File: src/rtl/instr_fetch.sv
// Fetch stage: owns the PC, issues one-cycle-latency I-cache reads and buffers
// returned words in a small in-order queue drained by decode via valid/ready.
module instr_fetch #(
    parameter logic [31:0] RESET_PC = 32'h0000_0000,
    parameter int unsigned QDEPTH   = 2
) (
    input  logic        clk,
    input  logic        rst,
    output logic [31:0] iCacheReadAddr,
    output logic        iCacheReadEn,
    input  logic [31:0] iCacheReadData,
    input  logic        redirectEn,
    input  logic [31:0] redirectPC,
    output logic        instrValid,
    input  logic        instrReady,
    output logic [31:0] instrData,
    output logic [31:0] instrPC,
    output logic        alignErr
);

    localparam int unsigned PW = $clog2(QDEPTH);
    localparam int unsigned CW = $clog2(QDEPTH + 1);
    localparam logic [CW:0] QDEPTH_W = (CW+1)'(QDEPTH);

    typedef logic [PW-1:0] ptr_t;

    logic [31:0]   fetch_pc_q, fetch_pc_d;
    logic [31:0]   req_pc_q, req_pc_d;
    logic          inflight_q, inflight_d;
    ptr_t          rd_ptr_q, rd_ptr_d;
    ptr_t          wr_ptr_q, wr_ptr_d;
    logic [CW-1:0] count_q, count_d;
    logic          align_err_q, align_err_d;

    logic [31:0]   q_data_q [QDEPTH];
    logic [31:0]   q_pc_q   [QDEPTH];

    logic          pop;
    logic          push;
    logic          issue;
    logic [CW:0]   occupancy;

    always_comb begin
        instrValid = !rst && !redirectEn && (count_q != '0);
        pop        = instrValid && instrReady;
        push       = inflight_q && !redirectEn && !rst;
        // Lookahead on pop lets issue continue at full rate when the queue is full but draining.
        occupancy  = {1'b0, count_q} + {{CW{1'b0}}, inflight_q} - {{CW{1'b0}}, pop};
        issue      = !rst && !redirectEn && (occupancy < QDEPTH_W);

        fetch_pc_d  = fetch_pc_q;
        req_pc_d    = req_pc_q;
        inflight_d  = 1'b0;
        rd_ptr_d    = rd_ptr_q;
        wr_ptr_d    = wr_ptr_q;
        count_d     = count_q;
        align_err_d = 1'b0;

        if (redirectEn) begin
            fetch_pc_d  = {redirectPC[31:2], 2'b00};
            rd_ptr_d    = '0;
            wr_ptr_d    = '0;
            count_d     = '0;
            align_err_d = (redirectPC[1:0] != 2'b00);
        end else begin
            if (issue) begin
                req_pc_d   = fetch_pc_q;
                fetch_pc_d = fetch_pc_q + 32'd4;
                inflight_d = 1'b1;
            end
            if (push) begin
                wr_ptr_d = wr_ptr_q + ptr_t'(1);
            end
            if (pop) begin
                rd_ptr_d = rd_ptr_q + ptr_t'(1);
            end
            count_d = count_q + CW'(push) - CW'(pop);
        end
    end

    always_ff @(posedge clk) begin
        if (rst) begin
            fetch_pc_q  <= RESET_PC;
            req_pc_q    <= RESET_PC;
            inflight_q  <= 1'b0;
            rd_ptr_q    <= '0;
            wr_ptr_q    <= '0;
            count_q     <= '0;
            align_err_q <= 1'b0;
        end else begin
            fetch_pc_q  <= fetch_pc_d;
            req_pc_q    <= req_pc_d;
            inflight_q  <= inflight_d;
            rd_ptr_q    <= rd_ptr_d;
            wr_ptr_q    <= wr_ptr_d;
            count_q     <= count_d;
            align_err_q <= align_err_d;
        end
    end

    // Queue storage needs no reset: entries are only read while counted as valid.
    always_ff @(posedge clk) begin
        if (push) begin
            q_data_q[wr_ptr_q] <= iCacheReadData;
            q_pc_q[wr_ptr_q]   <= req_pc_q;
        end
    end

    assign iCacheReadAddr = fetch_pc_q;
    assign iCacheReadEn   = issue;
    assign instrData      = instrValid ? q_data_q[rd_ptr_q] : 32'h0;
    assign instrPC        = instrValid ? q_pc_q[rd_ptr_q]   : 32'h0;
    assign alignErr       = align_err_q;

endmodule

File: config.mk
export PLATFORM = sky130hd
export DESIGN_NAME = instr_fetch
export DESIGN_NICKNAME = d
export VERILOG_FILES = /design/src/rtl/instr_fetch.sv
export SDC_FILE = /design/constraint.sdc
export NUM_CORES = 1
export LEC_CHECK = 0
export ABC_AREA = 1
export BUFFER_PORTS_ARGS = -buffer_cell sky130_fd_sc_hd__buf_2
export CORE_MARGIN = 2
export CORE_UTILIZATION = 30
export CTS_CLUSTER_SIZE = 14
export DETAILED_ROUTE_END_ITERATION = 12
export HOLD_SLACK_MARGIN = 0.1
export RECOVER_POWER = 100
export SYNTH_ARGS = -nofsm -noshare
export SYNTH_HDL_FRONTEND = slang
export SYNTH_SLANG_ARGS = --single-unit
File: constraint.sdc
create_clock -name clk -period 3.7 [get_ports clk]
set_input_delay 0.185 -clock clk [delete_from_list [all_inputs] [get_ports clk]]
set_output_delay 0.185 -clock clk [all_outputs]
set_load 0.005 [all_outputs]
Word-level counts from Yosys, hierarchy flattened
Memory sizes are Yosys's and may differ from the RTL's. A register that Yosys moved wholly into a read port is not among the register bits.
Index checks and enable logic that the tools add are counted.
Widths: inputs -> output; s select.
{"block": "totals", "regBits": 70, "wordCells": 44, "output_inout_bits": 99, "n_memories": 2, "inputBits": 68, "mem_bits_rw": 128}
{"memory": "q_data_q", "words": 2, "width": 32, "rd": 1, "rd_clocked_by_memory_dff": 1, "wr": 1, "line_no": "35", "source": "logic [31:0] q_data_q [QDEPTH];"}
{"memory": "q_pc_q", "words": 2, "width": 32, "rd": 1, "rd_clocked_by_memory_dff": 1, "wr": 1, "line_no": "36", "source": "logic [31:0] q_pc_q [QDEPTH];"}
{"block": "classes", "bitwise": 1, "order_cmp": 1, "addsub": 7, "n_reduce_logical": 14, "n_mux": 11}
{"op": "$mux 32", "n": 4}
{"op": "$add 32x3->32 const B", "n": 1}
{"op": "$mux 1", "n": 7}
{"op": "$logic_and 1x1->1", "n": 6}
{"op": "$reduce_bool 2->1", "n": 3}
{"op": "$reduce_or 2->1", "n": 2}
{"op": "$add 2x1->3", "n": 1}
{"op": "$lt 3x2->1 const B", "n": 1}
{"op": "$sub 3x1->3", "n": 1}
{"op": "$add 1x1->1 const B", "n": 2}
{"op": "$add 2x1->2", "n": 1}
{"op": "$logic_not 1->1", "n": 2}
{"op": "$reduce_and 2->1", "n": 1}
{"op": "$sub 2x1->2", "n": 1}
{"op": "$not 1->1", "n": 1}

Longest topological paths before layout
Gate-level depths: netlist of run 1.
{"block": "depth", "ltp_word": 9, "mapped_depth": 22, "depth_no_buf": 19}

Worst setup path after synthesis of run 1
No wires, ideal clock.
{"block": "synth_timing", "path_type": "input port to flip-flop", "startpoint": "input rst", "endpoint": "memory q_data_q[1][0] (enable)", "path_buffers": 1, "required_ns": 3.216, "t_arrival_ns": 3.230, "stages": 6, "setup_ns": 0.484, "slack_ns": -0.014, "path_cell_list": "buf_6 -> inv_4 -> nand2_4 -> inv_1 -> nand2_1 -> nor2_1"}
{"block": "synth_via", "elab_chain_len": 4}
{"item": "start: declaration", "line_no": "8", "source": "input logic rst,"}
{"item": "$logic_not 1->1", "line_no": "46", "source": "push = inflight_q && !redirectEn && !rst;"}
{"item": "$logic_and 1x1->1", "line_no": "46"}
{"item": "$mux 1", "line_no": "103", "source": "if (push) begin"}
{"item": "$mux 1 (not written as such)", "line_no": "104", "source": "q_data_q[wr_ptr_q] <= iCacheReadData;"}
{"item": "end: declaration", "line_no": "35"}
Every way passes these cells.

Worst setup path after layout of run 1
{"block": "layout_timing", "startpoint": "register count_q[1]", "endpoint": "output iCacheReadEn"}
{"block": "layout_via", "elab_chain_len": 6, "elab_cells_between_ends": 7, "cone_classes": "2 x add/sub; 1 x order compare; 4 x reduce/logical"}
{"item": "start: declaration", "line_no": "32", "source": "logic [CW-1:0] count_q, count_d;"}
{"item": "start signal: assignment", "line_no": "96", "source": "count_q <= count_d;"}
{"item": "$reduce_bool 2->1", "line_no": "44", "source": "instrValid = !rst && !redirectEn && (count_q != '0);"}
{"item": "$logic_and 1x1->1", "line_no": "44"}
{"item": "$logic_and 1x1->1", "line_no": "45", "source": "pop = instrValid && instrReady;"}
{"item": "via pop", "line_no": "38", "source": "logic pop;"}
{"item": "$sub 3x1->3", "line_no": "48", "source": "occupancy = {1'b0, count_q} + {{CW{1'b0}}, inflight_q} - {{CW{1'b0}}, pop};"}
{"item": "$lt 3x2->1", "line_no": "49", "source": "issue = !rst && !redirectEn && (occupancy < QDEPTH_W);"}
{"item": "$logic_and 1x1->1", "line_no": "49"}
{"item": "end: declaration", "line_no": "10", "source": "output logic iCacheReadEn,"}
The timed path passes the listed nets, and every way through them passes these cells.

==> results.json, run 1 <==
{
  "outcome": "finished with violations",
  "crit_path_end": "iCacheReadEn",
  "die_w_um": 170,
  "num_rows": 60,
  "worstPathArrival_ns": 3.23,
  "reg2reg_slack_ns": 0.45,
  "first_iter_violations": 417,
  "routed-via-count": 6616,
  "avgSynthCellArea_um2": 9.19,
  "finalWorstSetupSlack_ns": 0.290,
  "setup_viol": 0,
  "final_common_cell": "nand2_1",
  "relSlewSlack_pct": -41.9,
  "worst_slew_pin_slew_ns": 2.13,
  "final_cell_mix": "nand2_1, edfxtp_1, clkbuf_1",
  "synth_area_leaders": "edfxtp_1, dfxtp_1, nand2_1",
  "fin_crit_sh_pct": 92.2,
  "power.density_nw_per_um2": 437,
  "cts_root_buf": "clkbuf_16",
  "fin_nets": 1164,
  "cp-startpoint": "count_q[1]",
  "switching_power_mw": 1.05,
  "wirelength_um": 22000,
  "seqPwrFrac_pct": 53.5,
  "clkPwrFrac_pct": 40.2,
  "core_um2": 27000,
  "drtPass1Iterations": 5,
  "min_path_type": "input port to register",
  "violations": "capacitance limit, slew limit",
  "synthCells": 896,
  "ys_types": 33,
  "viasPerCell": 4.58,
  "syn_area_um2": 8230,
  "worstHoldStart": "redirectEn",
  "fin_crit_ns": 3.41,
  "ioPinCount": 167,
  "fillers": 2759,
  "start_kind": "register",
  "hold_slack_ns": 0.119,
  "topRoutingLayerUsed": "met4",
  "grt_antenna_before_repair": 0,
  "layout.cells.non_filler": 1445,
  "max_cap_viol_count": 4,
  "r2r-start": "count_q[1]",
  "rsz0062_at_grt": "no",
  "cts_buffers": 17,
  "place_inst": 1367,
  "slew_violations": 148,
  "multi_input_area_um2": 2600,
  "antennaDiodeCount": 0,
  "power_leakage_nw": 3.95,
  "critPathKind": "register to output port",
  "yosysTopAreaCellShare_pct": 45.2,
  "fmax_mhz": 293,
  "track_usage_pct": 15.2,
  "grt_pass1_wl_um": 33900,
  "yosysTopAreaCell": "edfxtp_1",
  "drcViolationCount": 0,
  "reg2reg_to": "iCacheReadAddr[27]",
  "m1WireLength_um": 10500,
  "dieHeight_um": 170,
  "die_area_um2": 28800,
  "clk_pin_slew_ns": 0.08,
  "gp_congestion": 0.869,
  "clock_sinks": 191,
  "detailed_place_hpwl_um": 14500,
  "finalSetupTns_ns": 0,
  "final_core_util_pct": 37.9,
  "drive_gt1_share_pct": 10.1,
  "synth-seq-area-share_pct": 61.5,
  "wl_per_cell_um": 15.2,
  "hold_viol_final": 0,
  "synth-seq-cells": 191,
  "intPower_mw": 3.41,
  "clock_latency_ns": 0.43,
  "tritoncts": "done",
  "met2WireLength_um": 10200,
  "vdd_drop_max_v": 0.000271,
  "required_ns": 3.51,
  "place_ws_ns": 0.579,
  "crit_path_end_kind": "output port",
  "postRouteAntennaNets": 0,
  "cts_max_path_buffers": 2,
  "start_util_pct": 30.5,
  "reg2reg_depth": 17,
  "power_frac_comb_pct": 6.3,
  "fin_skew_ns": 0.0144,
  "grt_pass1_vias": 6319,
  "swShare_pct": 23.5,
  "yosys_warnings": 0,
  "grt_overflow": 0,
  "grt_start_max_net_pins": 63,
  "cts_max_level": 4,
  "register_area_um2": 5070,
  "area_growth_pct": 24.1,
  "io_buffers": 162,
  "crit_fanout": 51,
  "dr_wl_met3_um": 1100
}
[state kept, by name, summed over array words and instances (netlist names), named ones only]
register,cells
inflight_q,1
q_pc_q,60
wr_ptr_q,1
q_data_q,64
count_q,2
rd_ptr_q,1
iCacheReadAddr,30
alignErr,1
req_pc_q,30
[how the worst min path moves through the flow]
stage	endpoint	slack, ns	cells after the start
after floorplan	q_data_q[0][0]	0.28	0
after global placement	q_data_q[0][29]	0.37	1
after detailed placement	q_data_q[1][21]	0.38	1
after CTS	alignErr	0.10	3
after global routing	alignErr	0.12	3
final	alignErr	0.12	3
[repair_timing]
item | 4_1_cts | 5_1_grt
setup endpoints to repair | 0 | 1
resized for setup | 0 | 1
hold buffers | 46 | 0
endpoints found under the hold margin | 77 | 0
setup buffers | 0 | 0
[per-layer routing]
layer  vias up  track usage (%)
met2       178             25.4
met3        12             3.36
li1       3345                -
met5         -                0
met4         0             3.90
met1      3081             20.0
[synthesized netlist by cell type]
library cell  number
conb_1             1
nand4_1            6
buf_4              4
inv_1             77
fa_1               1
nand2_1          264
clkbuf_1          28
or2_2              1
a21oi_1           90
nor2_4             2
nand2_2            1
dfxtp_1           67
xor2_1             3
nor3_1            12
nand3b_1           5
a211oi_1           5
nand2_4            1
a22oi_1            2
ha_1               4
edfxtp_1         124
nand3_1           62
inv_2              4
buf_6              5
o22ai_1            2
and2_1             1
a31oi_1            4
inv_4              1
xnor2_1            2
inv_6              1
buf_2              9
nor2_1            70
nor2_2            12
o21ai_0           25
[kinds of logic after synthesis]
family          synth area share (%)
other cells                   0.0456
simple gates                    22.2
fa+ha+maj                      0.851
flops                           61.5
xor+xnor                       0.532
buf+inv                         6.75
compound gates                  8.09
[critical path, stage by stage, from the launching register on]
cell,delay [ns]
dfxtp_1,0.41
inv_1,0.09
a21oi_1,0.23
nand2_1,0.12
inv_1,0.10
ha_1,0.23
inv_1,0.06
nand2_1,0.06
fa_1,0.48
inv_1,0.06
nor2_4,0.10
nand2_2,0.21
inv_4,0.21
buf_12,0.25
buf_2,0.16
[power groups by stage]
stage	clock network [mW]	registers [mW]	logic (mW)
2_1_floorplan	0	2.41	0.151
3_3_place_gp	0	2.43	0.251
3_5_place_dp	0	2.43	0.256
4_1_cts	1.85	2.38	0.294
5_1_grt	1.94	2.39	0.319
6_report	1.79	2.38	0.281
[area by class of cell]
type	instances	share of cell area, %
repair buffers	219	12.0
flip-flops and latches	191	49.6
clock inverters	12	1.23
multi-input cells	579	25.5
clock buffers	20	4.37
well taps	341	4.18
inverters	83	3.15
[through the flow]
stage          power [mW]  area [µm²]
6_report             4.46       10200
5_1_grt              4.66       10200
4_1_cts              4.52       10400
3_3_place_gp         2.68        9370
3_5_place_dp         2.69        9370
2_1_floorplan        2.57        8240
No activity file was read; power rests on OpenSTA's default activity.
==> inputs of run 2 (changes only) <==
Clock period 3.7 ns to 4.2 ns, I/O delays scaled along.
==> run 2 against run 1 <==
- the run still ends with capacitance limit, slew limit left
- non-clock buffer count fell by 2
- clock skew fell by 0.0049 ns
- first-iteration DRC count rose by 2.4%
- critical path type is now input port to output port
- register-to-register slack improved by 0.25 ns
==> results.json, run 2 (synthesis gave the netlist of run 1 again) <==
{
  "start_util_pct": 30.5,
  "num_rows": 60,
  "cts_root_buf": "clkbuf_16",
  "fillers": 2770,
  "area_growth_pct": 23.9,
  "crit_path_end_kind": "output port",
  "routed-via-count": 6673,
  "grt_antenna_before_repair": 0,
  "intPower_mw": 2.97,
  "hold_viol_final": 0,
  "power_leakage_nw": 3.94,
  "grt_overflow": 0,
  "fin_nets": 1162,
  "violations": "capacitance limit, slew limit",
  "drive_gt1_share_pct": 9.71,
  "fin_skew_ns": 0.00952,
  "outcome": "finished with violations",
  "antennaDiodeCount": 0,
  "post_cts_resized": 0,
  "crit_fanout": 47,
  "use_met2_pct": 25.4,
  "finalSetupTns_ns": 0,
  "rsz0062_at_grt": "no",
  "clock_sinks": 191,
  "start_kind": "input port",
  "detailed_place_hpwl_um": 14700,
  "die_w_um": 170,
  "postCtsSetupBuffers": 0,
  "slowest_stage": "fa_1",
  "viasPerCell": 4.62,
  "wirelength_um": 22100,
  "critPathBufInv": 8,
  "grt_start_max_net_pins": 63,
  "io_buffers": 162,
  "clkPwrFrac_pct": 39.4,
  "register_area_um2": 5070,
  "core_um2": 27000,
  "postRouteAntennaNets": 0,
  "cp_slowest_stage_delay_ns": 0.48,
  "setup_viol": 0,
  "tritoncts": "done",
  "switching_power_mw": 0.907,
  "grt_util_met1_pct": 21.0,
  "path_cells": "clkbuf_1, inv_4, nand2_1, a21oi_1, nand2_1, inv_1, ha_1, inv_1, nand2_1, fa_1, inv_1, nor2_4, nand2_1, inv_2, buf_12, clkbuf_1",
  "track_usage_pct": 15.5,
  "seqPwrFrac_pct": 54.2,
  "cts_max_level": 4,
  "fin_crit_sh_pct": 85.6,
  "power_frac_comb_pct": 6.4,
  "power.density_nw_per_um2": 380,
  "drtPass1Iterations": 5,
  "final_cell_mix": "nand2_1, edfxtp_1, clkbuf_1",
  "ioPinCount": 167,
  "largest_reg_flops": 64,
  "fin_crit_ns": 3.59,
  "grt_pass1_wl_um": 34500,
  "dieHeight_um": 170,
  "worst_slew_pin_slew_ns": 2.21,
  "cts_max_path_buffers": 2,
  "fmax_mhz": 278,
  "p_total_mw": 3.88,
  "cts_buffers": 17,
  "vdd_drop_max_v": 0.000235,
  "worstPathArrival_ns": 3.38,
  "grtUsageMet3_pct": 3.33,
  "die_area_um2": 28800,
  "critPathKind": "input port to output port",
  "crit_top_cell": "nand2_1",
  "slew_violations": 46,
  "final_common_cell": "nand2_1",
  "gp_congestion": 0.909,
  "max_cap_viol_count": 2,
  "relSlewSlack_pct": -48.1,
  "required_ns": 3.99,
  "clock_latency_ns": 0.43,
  "drcViolationCount": 0,
  "wl_per_cell_um": 15.3,
  "reg_top3": "q_data_q x64, q_pc_q x60",
  "min_path_type": "input port to register",
  "multi_input_area_um2": 2590,
  "busiest_layer": "met2",
  "grt_pass1_vias": 6351,
  "top_register": "q_data_q",
  "critPathTopFamily": "buffers and inverters",
  "swShare_pct": 23.4,
  "first_iter_violations": 427,
  "clk_pin_slew_ns": 0.07
}
[run 2: cell types whose count changed in the layout (fill, tap and decap cells not counted), moves of 2 or more]
cell        change
clkinvlp_4      -4
nand2_1         +2
inv_8           -2
buf_12          +2
buf_2           -3
inv_2           +2
clkbuf_2        -2
clkinv_2        +2
clkinv_4        +4
clkbuf_1        +2
[run 2: stage by stage]
step	cells	setup WS, ns	hold WS (ns)	utilization [%]	area (µm²)
2_1_floorplan	899	0.461	0.309	-	8240
3_3_place_gp	1366	0.860	0.398	34.8	9370
3_5_place_dp	1366	0.812	0.403	34.8	9370
4_1_cts	1443	0.680	0.114	38.5	10400
5_1_grt	1443	0.330	0.145	37.8	10200
6_report	1443	0.606	0.129	37.8	10200
[run 2: worst paths after layout]
check	from	endpoint	slack, ns	depth (start not counted)
max	rst	iCacheReadEn	0.61	16
min	redirectPC[7]	iCacheReadAddr[7]	0.13	5
max reg2reg	count_q[1]	iCacheReadAddr[7]	0.70	18
min reg2reg	req_pc_q[8]	q_pc_q[0][8]	0.46	0
[run 2: power groups by stage]
stage	clock [mW]	sequential (mW)	combinational [mW]
floorplan	0	2.13	0.133
CTS	1.57	2.10	0.258
detailed placement	0	2.14	0.225
finish	1.53	2.10	0.246
global placement	0	2.14	0.222
global route	1.65	2.11	0.279
[run 2: layer usage]
| layer | up-vias | part of all wire, % |
|---|---|---|
| met4 | 0 | 1.0 |
| met1 | 3102 | 47 |
| met5 | - | 0 |
| met3 | 14 | 5.8 |
| li1 | 3343 | - |
| met2 | 214 | 46 |
[run 2: worst register-to-register path, cell delays in order, from the launching register on]
cell	delay, ns
dfxtp_1	0.42
inv_1	0.08
a21oi_1	0.22
nand2_1	0.13
inv_1	0.10
ha_1	0.22
inv_1	0.05
nand2_1	0.05
fa_1	0.43
inv_1	0.11
nor2_4	0.04
nand2_1	0.31
clkbuf_1	0.49
nand2_1	0.30
inv_2	0.25
nand2_1	0.08
nand3_1	0.08
nand2_1	0.05
inv_1	0.06
[run 2: layout make-up]
| type | instances | share of cell area, % |
|---|---|---|
| Tap cell | 341 | 4.19 |
| Multi-Input combinational cell | 579 | 25.4 |
| Sequential cell | 191 | 49.7 |
| Clock inverter | 11 | 0.810 |
| Clock buffer | 21 | 4.63 |
| Timing Repair Buffer | 217 | 12.1 |
| Inverter | 83 | 3.13 |
[run 2: what timing repair did]
action | in CTS | in global routing
endpoints found under the setup margin | 0 | 0
hold buffers | 45 | 0
hold endpoints to repair | 76 | 0
